<file path="config.mk">
export PLATFORM = sky130hd
export DESIGN_NAME = fpu_pipe
export DESIGN_NICKNAME = d
export VERILOG_FILES = /design/src/rtl/fpu_pipe.sv
export SDC_FILE = /design/constraint.sdc
export NUM_CORES = 1
export LEC_CHECK = 0
export ABC_AREA = 1
export ABC_CLOCK_PERIOD_IN_PS = 5100
export BUFFER_PORTS_ARGS = -buffer_cell sky130_fd_sc_hd__buf_4
export CORE_MARGIN = 2
export CORE_UTILIZATION = 55
export DETAILED_ROUTE_END_ITERATION = 12
export PLACE_DENSITY = 0.82
export SLEW_MARGIN = 20
export SYNTH_ARGS = -nofsm -noshare
export SYNTH_HDL_FRONTEND = slang
export SYNTH_SLANG_ARGS = --single-unit
</file>
<file path="constraint.sdc">
create_clock -name i_clk -period 5.1 [get_ports i_clk]
set_clock_uncertainty 0.05 [all_clocks]
set_input_delay 0.765 -clock i_clk [delete_from_list [all_inputs] [get_ports i_clk]]
set_output_delay 0.765 -clock i_clk [all_outputs]
set_load 0.02 [all_outputs]
</file>
<file path="src/rtl/fpu_pipe.sv">
// fpu_pipe: three-stage pipelined add/sub/mul for a parameterised IEEE-like format.
// Results are truncated, denormal inputs are read as zero, and one global stall holds every stage.
module fpu_pipe #(
  parameter int EXP_W = 5,
  parameter int MAN_W = 10
) (
  input  logic                   i_clk,
  input  logic                   i_rst_n,
  input  logic                   i_vld,
  output logic                   o_rdy,
  input  logic [EXP_W+MAN_W:0]   i_a,
  input  logic [EXP_W+MAN_W:0]   i_b,
  input  logic [3:0]             opcode,
  output logic [EXP_W+MAN_W:0]   o_res,
  output logic                   o_res_vld,
  input  logic                   i_rdy,
  output logic                   overflow,
  output logic                   underflow,
  output logic                   invalid
);
  localparam int W  = 1 + EXP_W + MAN_W;
  localparam int EW = EXP_W + 2;          // signed working exponent
  localparam int GW = MAN_W + 2;          // hidden bit + fraction + guard bit
  localparam int PW = 2 * MAN_W + 2;      // product width, shared by the normaliser
  localparam logic signed [EW-1:0] BIAS = EW'((1 << (EXP_W - 1)) - 1);
  localparam logic signed [EW-1:0] EMAX = EW'((1 << EXP_W) - 1);
  localparam logic [W-1:0] CANON_NAN = {1'b0, {EXP_W{1'b1}}, 1'b1, {(MAN_W-1){1'b0}}};

  localparam logic [3:0] OP_ADD = 4'b1110;
  localparam logic [3:0] OP_MUL = 4'b1111;
  localparam logic [3:0] OP_SUB = 4'b1101;

  typedef enum logic [2:0] {K_ADD, K_MUL, K_ZERO, K_NAN, K_ILL} kind_e;

  logic                 s1_vld_d, s1_vld_q;
  kind_e                s1_kind_d, s1_kind_q;
  logic                 s1_sign_d, s1_sign_q;
  logic                 s1_eff_sub_d, s1_eff_sub_q;
  logic signed [EW-1:0] s1_exp_d, s1_exp_q;
  logic [GW-1:0]        s1_ma_d, s1_ma_q;
  logic [GW-1:0]        s1_mb_d, s1_mb_q;

  logic                 s2_vld_d, s2_vld_q;
  kind_e                s2_kind_d, s2_kind_q;
  logic                 s2_sign_d, s2_sign_q;
  logic signed [EW-1:0] s2_exp_d, s2_exp_q;
  logic [PW-1:0]        s2_man_d, s2_man_q;

  logic                 res_vld_d, res_vld_q;
  logic [W-1:0]         res_d, res_q;
  logic                 ovf_d, ovf_q, unf_d, unf_q, inv_d, inv_q;

  logic advance;

  assign o_rdy   = !res_vld_q || i_rdy;
  assign advance = o_rdy;

  // Stage 1: unpack, order add operands by magnitude and align, or add mul exponents.
  logic [EXP_W-1:0] ea, eb, e_big, e_small;
  logic [MAN_W:0]   ma, mb;
  logic [GW-1:0]    m_big, m_small;
  logic             sa, sb, is_add, is_sub, is_mul, a_big;

  always_comb begin
    ea      = i_a[W-2 -: EXP_W];
    eb      = i_b[W-2 -: EXP_W];
    ma      = (ea == '0) ? '0 : {1'b1, i_a[MAN_W-1:0]};
    mb      = (eb == '0) ? '0 : {1'b1, i_b[MAN_W-1:0]};
    is_add  = (opcode == OP_ADD);
    is_sub  = (opcode == OP_SUB);
    is_mul  = (opcode == OP_MUL);
    sa      = i_a[W-1];
    sb      = i_b[W-1] ^ is_sub;
    a_big   = {ea, ma} >= {eb, mb};
    e_big   = a_big ? ea : eb;
    e_small = a_big ? eb : ea;
    m_big   = a_big ? {ma, 1'b0} : {mb, 1'b0};
    m_small = a_big ? {mb, 1'b0} : {ma, 1'b0};

    // NOTE: every always_comb output gets a default first, so no path can infer a latch.
    s1_vld_d     = s1_vld_q;
    s1_kind_d    = s1_kind_q;
    s1_sign_d    = s1_sign_q;
    s1_eff_sub_d = s1_eff_sub_q;
    s1_exp_d     = s1_exp_q;
    s1_ma_d      = s1_ma_q;
    s1_mb_d      = s1_mb_q;
    if (advance) begin
      s1_vld_d     = i_vld;
      s1_kind_d    = K_ADD;
      s1_sign_d    = a_big ? sa : sb;
      s1_eff_sub_d = sa ^ sb;
      s1_exp_d     = EW'(e_big);
      s1_ma_d      = m_big;
      s1_mb_d      = m_small >> (e_big - e_small);
      if (!(is_add || is_sub || is_mul)) begin
        s1_kind_d = K_ILL;
      end else if ((&ea) || (&eb)) begin
        s1_kind_d = K_NAN;
      end else if (is_mul) begin
        s1_kind_d = ((ea == '0) || (eb == '0)) ? K_ZERO : K_MUL;
        s1_sign_d = sa ^ i_b[W-1];
        s1_exp_d  = EW'(ea) + EW'(eb) - BIAS;
        s1_ma_d   = {1'b0, ma};
        s1_mb_d   = {1'b0, mb};
      end
    end
  end

  // Stage 2: mantissa add/subtract or multiply, landed with the hidden bit at PW-2.
  logic [GW:0]   sum;
  logic [PW-1:0] prod;

  always_comb begin
    sum  = s1_eff_sub_q ? ({1'b0, s1_ma_q} - {1'b0, s1_mb_q})
                        : ({1'b0, s1_ma_q} + {1'b0, s1_mb_q});
    prod = PW'(s1_ma_q[MAN_W:0]) * PW'(s1_mb_q[MAN_W:0]);

    s2_vld_d  = s2_vld_q;
    s2_kind_d = s2_kind_q;
    s2_sign_d = s2_sign_q;
    s2_exp_d  = s2_exp_q;
    s2_man_d  = s2_man_q;
    if (advance) begin
      s2_vld_d  = s1_vld_q;
      s2_kind_d = s1_kind_q;
      s2_sign_d = s1_sign_q;
      s2_exp_d  = s1_exp_q;
      s2_man_d  = (s1_kind_q == K_MUL) ? prod : (PW'(sum) << (MAN_W - 1));
    end
  end

  // Stage 3: normalise (one-bit right shift on carry, else left by leading zeros) and pack.
  int                   lz;
  logic [PW-1:0]        shifted;
  logic signed [EW-1:0] exp_n;
  logic [MAN_W-1:0]     frac;

  always_comb begin
    lz = 0;
    for (int i = 0; i <= PW - 2; i++) begin
      if (s2_man_q[i]) lz = PW - 2 - i;
    end
    shifted = s2_man_q << lz;
    if (s2_man_q[PW-1]) begin
      exp_n = s2_exp_q + EW'(1);
      frac  = MAN_W'(s2_man_q >> (PW - 1 - MAN_W));
    end else begin
      exp_n = s2_exp_q - EW'(lz);
      frac  = MAN_W'(shifted >> (PW - 2 - MAN_W));
    end

    res_vld_d = res_vld_q;
    res_d     = res_q;
    ovf_d     = ovf_q;
    unf_d     = unf_q;
    inv_d     = inv_q;
    if (advance) begin
      res_vld_d = s2_vld_q;
      res_d     = '0;
      ovf_d     = 1'b0;
      unf_d     = 1'b0;
      inv_d     = 1'b0;
      if (s2_vld_q) begin
        unique case (s2_kind_q)
          K_ILL:  inv_d = 1'b1;
          K_NAN: begin
            res_d = CANON_NAN;
            inv_d = 1'b1;
          end
          K_ZERO: res_d = {s2_sign_q, {(W-1){1'b0}}};
          default: begin
            // A zero sum is always +0, whatever the operand signs were.
            if (s2_man_q == '0) begin
              res_d = '0;
            end else if (exp_n >= EMAX) begin
              res_d = {s2_sign_q, {EXP_W{1'b1}}, {MAN_W{1'b0}}};
              ovf_d = 1'b1;
            end else if (exp_n <= 0) begin
              res_d = {s2_sign_q, {(W-1){1'b0}}};
              unf_d = 1'b1;
            end else begin
              res_d = {s2_sign_q, EXP_W'(exp_n), frac};
            end
          end
        endcase
      end
    end
  end

  // NOTE: state registers use non-blocking assignments so every stage samples pre-edge values.
  always_ff @(posedge i_clk or negedge i_rst_n) begin
    if (!i_rst_n) begin
      s1_vld_q     <= 1'b0;
      s1_kind_q    <= K_ADD;
      s1_sign_q    <= 1'b0;
      s1_eff_sub_q <= 1'b0;
      s1_exp_q     <= '0;
      s1_ma_q      <= '0;
      s1_mb_q      <= '0;
      s2_vld_q     <= 1'b0;
      s2_kind_q    <= K_ADD;
      s2_sign_q    <= 1'b0;
      s2_exp_q     <= '0;
      s2_man_q     <= '0;
      res_vld_q    <= 1'b0;
      res_q        <= '0;
      ovf_q        <= 1'b0;
      unf_q        <= 1'b0;
      inv_q        <= 1'b0;
    end else begin
      s1_vld_q     <= s1_vld_d;
      s1_kind_q    <= s1_kind_d;
      s1_sign_q    <= s1_sign_d;
      s1_eff_sub_q <= s1_eff_sub_d;
      s1_exp_q     <= s1_exp_d;
      s1_ma_q      <= s1_ma_d;
      s1_mb_q      <= s1_mb_d;
      s2_vld_q     <= s2_vld_d;
      s2_kind_q    <= s2_kind_d;
      s2_sign_q    <= s2_sign_d;
      s2_exp_q     <= s2_exp_d;
      s2_man_q     <= s2_man_d;
      res_vld_q    <= res_vld_d;
      res_q        <= res_d;
      ovf_q        <= ovf_d;
      unf_q        <= unf_d;
      inv_q        <= inv_d;
    end
  end

  assign o_res     = res_q;
  assign o_res_vld = res_vld_q;
  assign overflow  = ovf_q;
  assign underflow = unf_q;
  assign invalid   = inv_q;

endmodule

</file>
==> flow_metrics.tcl <==
set metrics [dict create \
    status "complete, but fails checks" \
    grt-ovfl-total 0 \
    hold_class "input pin to asynchronous set/reset pin" \
    synth_edf_count 0 \
    post-route-period-util_pct 102 \
    io_buffers 60 \
    syn_area_um2 11700 \
    ys_types 47 \
    cts_buffers 9 \
    cp_data_arrival_time_ns 5.37 \
    dieArea_um2 22400 \
    avgSynthCellArea_um2 6.89 \
    fmax_mhz 192 \
    grt_pass1_vias 11056 \
    worstMarginPinSlew_ns 0.782 \
    critPathMaxFanout 6 \
    cts_tree "yes" \
    die_y_um 150 \
    critPathCaptureType "register" \
    nNetsFinal 2014 \
    via_per_inst 5.63 \
    synth_flop_cell "dfrtp_1" \
    drv_slew 0 \
    violations "setup timing" \
    seq_area_frac_synth_pct 19.5 \
    timing.hold.ws_ns 0.411 \
    drc 0 \
    dpl.hpwl_um 26400 \
    grt_max_degree 61 \
    fin_area_um2 13500 \
    grt_pass1_wl_um 54100 \
    setup_violations 4 \
    cts.path.max_buffers 2 \
    r2r_slack_ns -0.11 \
    netlist.area_leader.share_pct 19.5 \
    synth_fp_nets 1923 \
    place_congestion 0.984 \
    antenna_left 0 \
    tns_ns -0.183 \
    h-tree-depth 3 \
    crit_required_ns 5.26 \
    dp_slack_ns -0.106 \
    path_clk_slew_ns 0.08 \
    clk_latency_ns 0.36 \
    r2r-start "s1_mb_q[4]" \
    finalNonFillerCells 2063 \
    grt_antenna_before_repair 0 \
    synth.largest_area_cell "dfrtp_1" \
    relSlewSlack_pct 47.7 \
    criticalPathCategory "register to register" \
    detail_route.wl_per_cell_um 16.5 \
    maxCapViolCount 0 \
    start_util_pct 55.8 \
    drtIter0Drc 917 \
    grt_use_total_pct 30.1 \
    fin_util_pct 64.7 \
    hold_viol 0 \
    vias 11609 \
    ys_warn_count 0 \
    synth-seq-cells 91 \
    cts_num_sinks 91 \
    startpoint_type "register" \
    powerDensity_nw_per_um2 676 \
    vdd_drop_max_mv 0.488 \
    first_pass_iters 5 \
    period_minus_slack_ns 5.21 \
    netlist_instances 1692 \
    die_x_um 150 \
    dpl.cell_count 2022 \
    synthArstFlopShare_pct 100 \
    coreArea_um2 20900 \
    p_total_mw 9.13 \
    ios 61 \
    placed_cell_area_um2 12700 \
    antenna_cells 0 \
    layout_setup_ws_ns -0.107 \
    rsz0062_at_grt "yes" \
    drive_above_1_share_pct 14.8 \
    wl_um 34000 \
    netlist_top_cells_area "dfrtp_1 20%, nand2_1 15%, fa_1 14%, ha_1 12%, inv_1 9.0%" \
    placement_rows 53 \
    root_buffer "clkbuf_16" \
    cp-startpoint "s1_mb_q[4]" \
    syn_to_final_growth_pct 15.8 \
    leakage_nw 7.34 \
]
-- worst paths after layout --
kind | to | cells past startpoint
worst min register to register | s2_exp_q[4] | 2
worst max register to register | s2_man_q[19] | 18
min in group i_clk | s2_exp_q[4] | 2
worst min-delay path | s1_exp_q[3] | 1
worst max-delay path | s2_man_q[19] | 18
max in group asynchronous | s1_ma_q[3] | 2
-- cells by family (layout without fill, tap and decap cells) --
group	Yosys count	count (layout)	share of synthesized area, %
muxes	1	1	0.0858
buffers and inverters	359	455	11.7
adders and majority gates	191	191	25.8
and+or+nand+nor	697	697	24.9
AOI/OAI and AO/OA	319	319	15.3
DFF	91	91	19.5
xor gates and xnor gates	34	34	2.71
-- power breakdown --
group          internal (mW)  switching [mW]  leakage (nW)
Sequential             0.954           0.271          1.14
Combinational           3.00            4.20          6.05
Clock                  0.354           0.351         0.151
-- layout make-up --
| type | count | area [um^2] |
|---|---|---|
| tap | 275 | 344 |
| inverter | 290 | 1090 |
| clock inverter | 7 | 86.3 |
| timing repair buffer | 149 | 1170 |
| multi-input combinational | 1242 | 8300 |
| clock buffer | 9 | 225 |
| sequential | 91 | 2290 |
| fill | 1825 | 7380 |
-- what timing repair did --
| item | CTS | global route |
|---|---|---|
| endpoints found under the setup margin | 3 | 10 |
| setup buffers | 3 | 22 |
| pin swaps | 2 | 47 |
| hold endpoints to repair | 0 | 0 |
| hold buffers | 0 | 0 |
| resized for setup | 14 | 71 |
-- registers in the layout (all words and copies together), names as in the netlist, 3 cells and up --
| name | flops |
|---|---|
| o_res | 16 |
| s1_exp_q | 7 |
| s1_kind_q | 3 |
| s1_ma_q | 12 |
| s1_mb_q | 12 |
| s2_exp_q | 7 |
| s2_kind_q | 3 |
| s2_man_q | 22 |
-- cell usage in the layout (no fill, tap or decap), types with 9 or more instances in the layout --
cell,instances
nand2_1,445
inv_1,272
o21ai_0,142
buf_4,140
nand3_1,104
ha_1,96
a21oi_1,89
fa_1,77
dfrtp_1,77
nor2_1,76
o211ai_1,21
xnor2_1,17
nand2_2,16
xor2_1,16
inv_2,15
nor3_1,15
dfrtp_2,14
nand4_1,13
a31oi_1,13
ha_4,11
clkbuf_16,9
-- critical path, cell delays in order, from the launching register on --
cell     delay (ns)
dfrtp_2        0.46
buf_12         0.14
nand2_1        0.08
fa_1           0.53
fa_2           0.55
inv_1          0.04
ha_1           0.31
fa_1           0.56
fa_1           0.45
ha_4           0.32
inv_1          0.09
nor3_1         0.38
a31oi_1        0.23
o21ai_1        0.25
a31oi_2        0.15
o21ai_2        0.19
a21oi_2        0.07
o21ai_1        0.11
a31oi_1        0.09
-- routing by layer --
| layer | wire length (um) | vias up | GRT usage [%] | share of wire (%) |
|---|---|---|---|---|
| li1 | - | 5601 | - | - |
| met1 | 14100 | 5464 | 38.8 | 41 |
| met2 | 16700 | 452 | 51.9 | 49 |
| met3 | 1940 | 92 | 3.99 | 5.7 |
| met4 | 1240 | 0 | 11.0 | 3.6 |
| met5 | 0 | - | 0 | 0 |
-- synthesized netlist by cell type, types with 13 or more instances --
library cell  instances
nor3_1               15
clkbuf_1             61
fa_1                 83
a21oi_1              96
xor2_1               16
a31oi_1              14
nor2_1               80
o211ai_1             21
ha_1                108
xnor2_1              17
nand3_1             105
o21ai_0             146
dfrtp_1              91
nand2_1             459
nand4_1              13
inv_1               281
No activity file was read; power rests on OpenSTA's default activity.
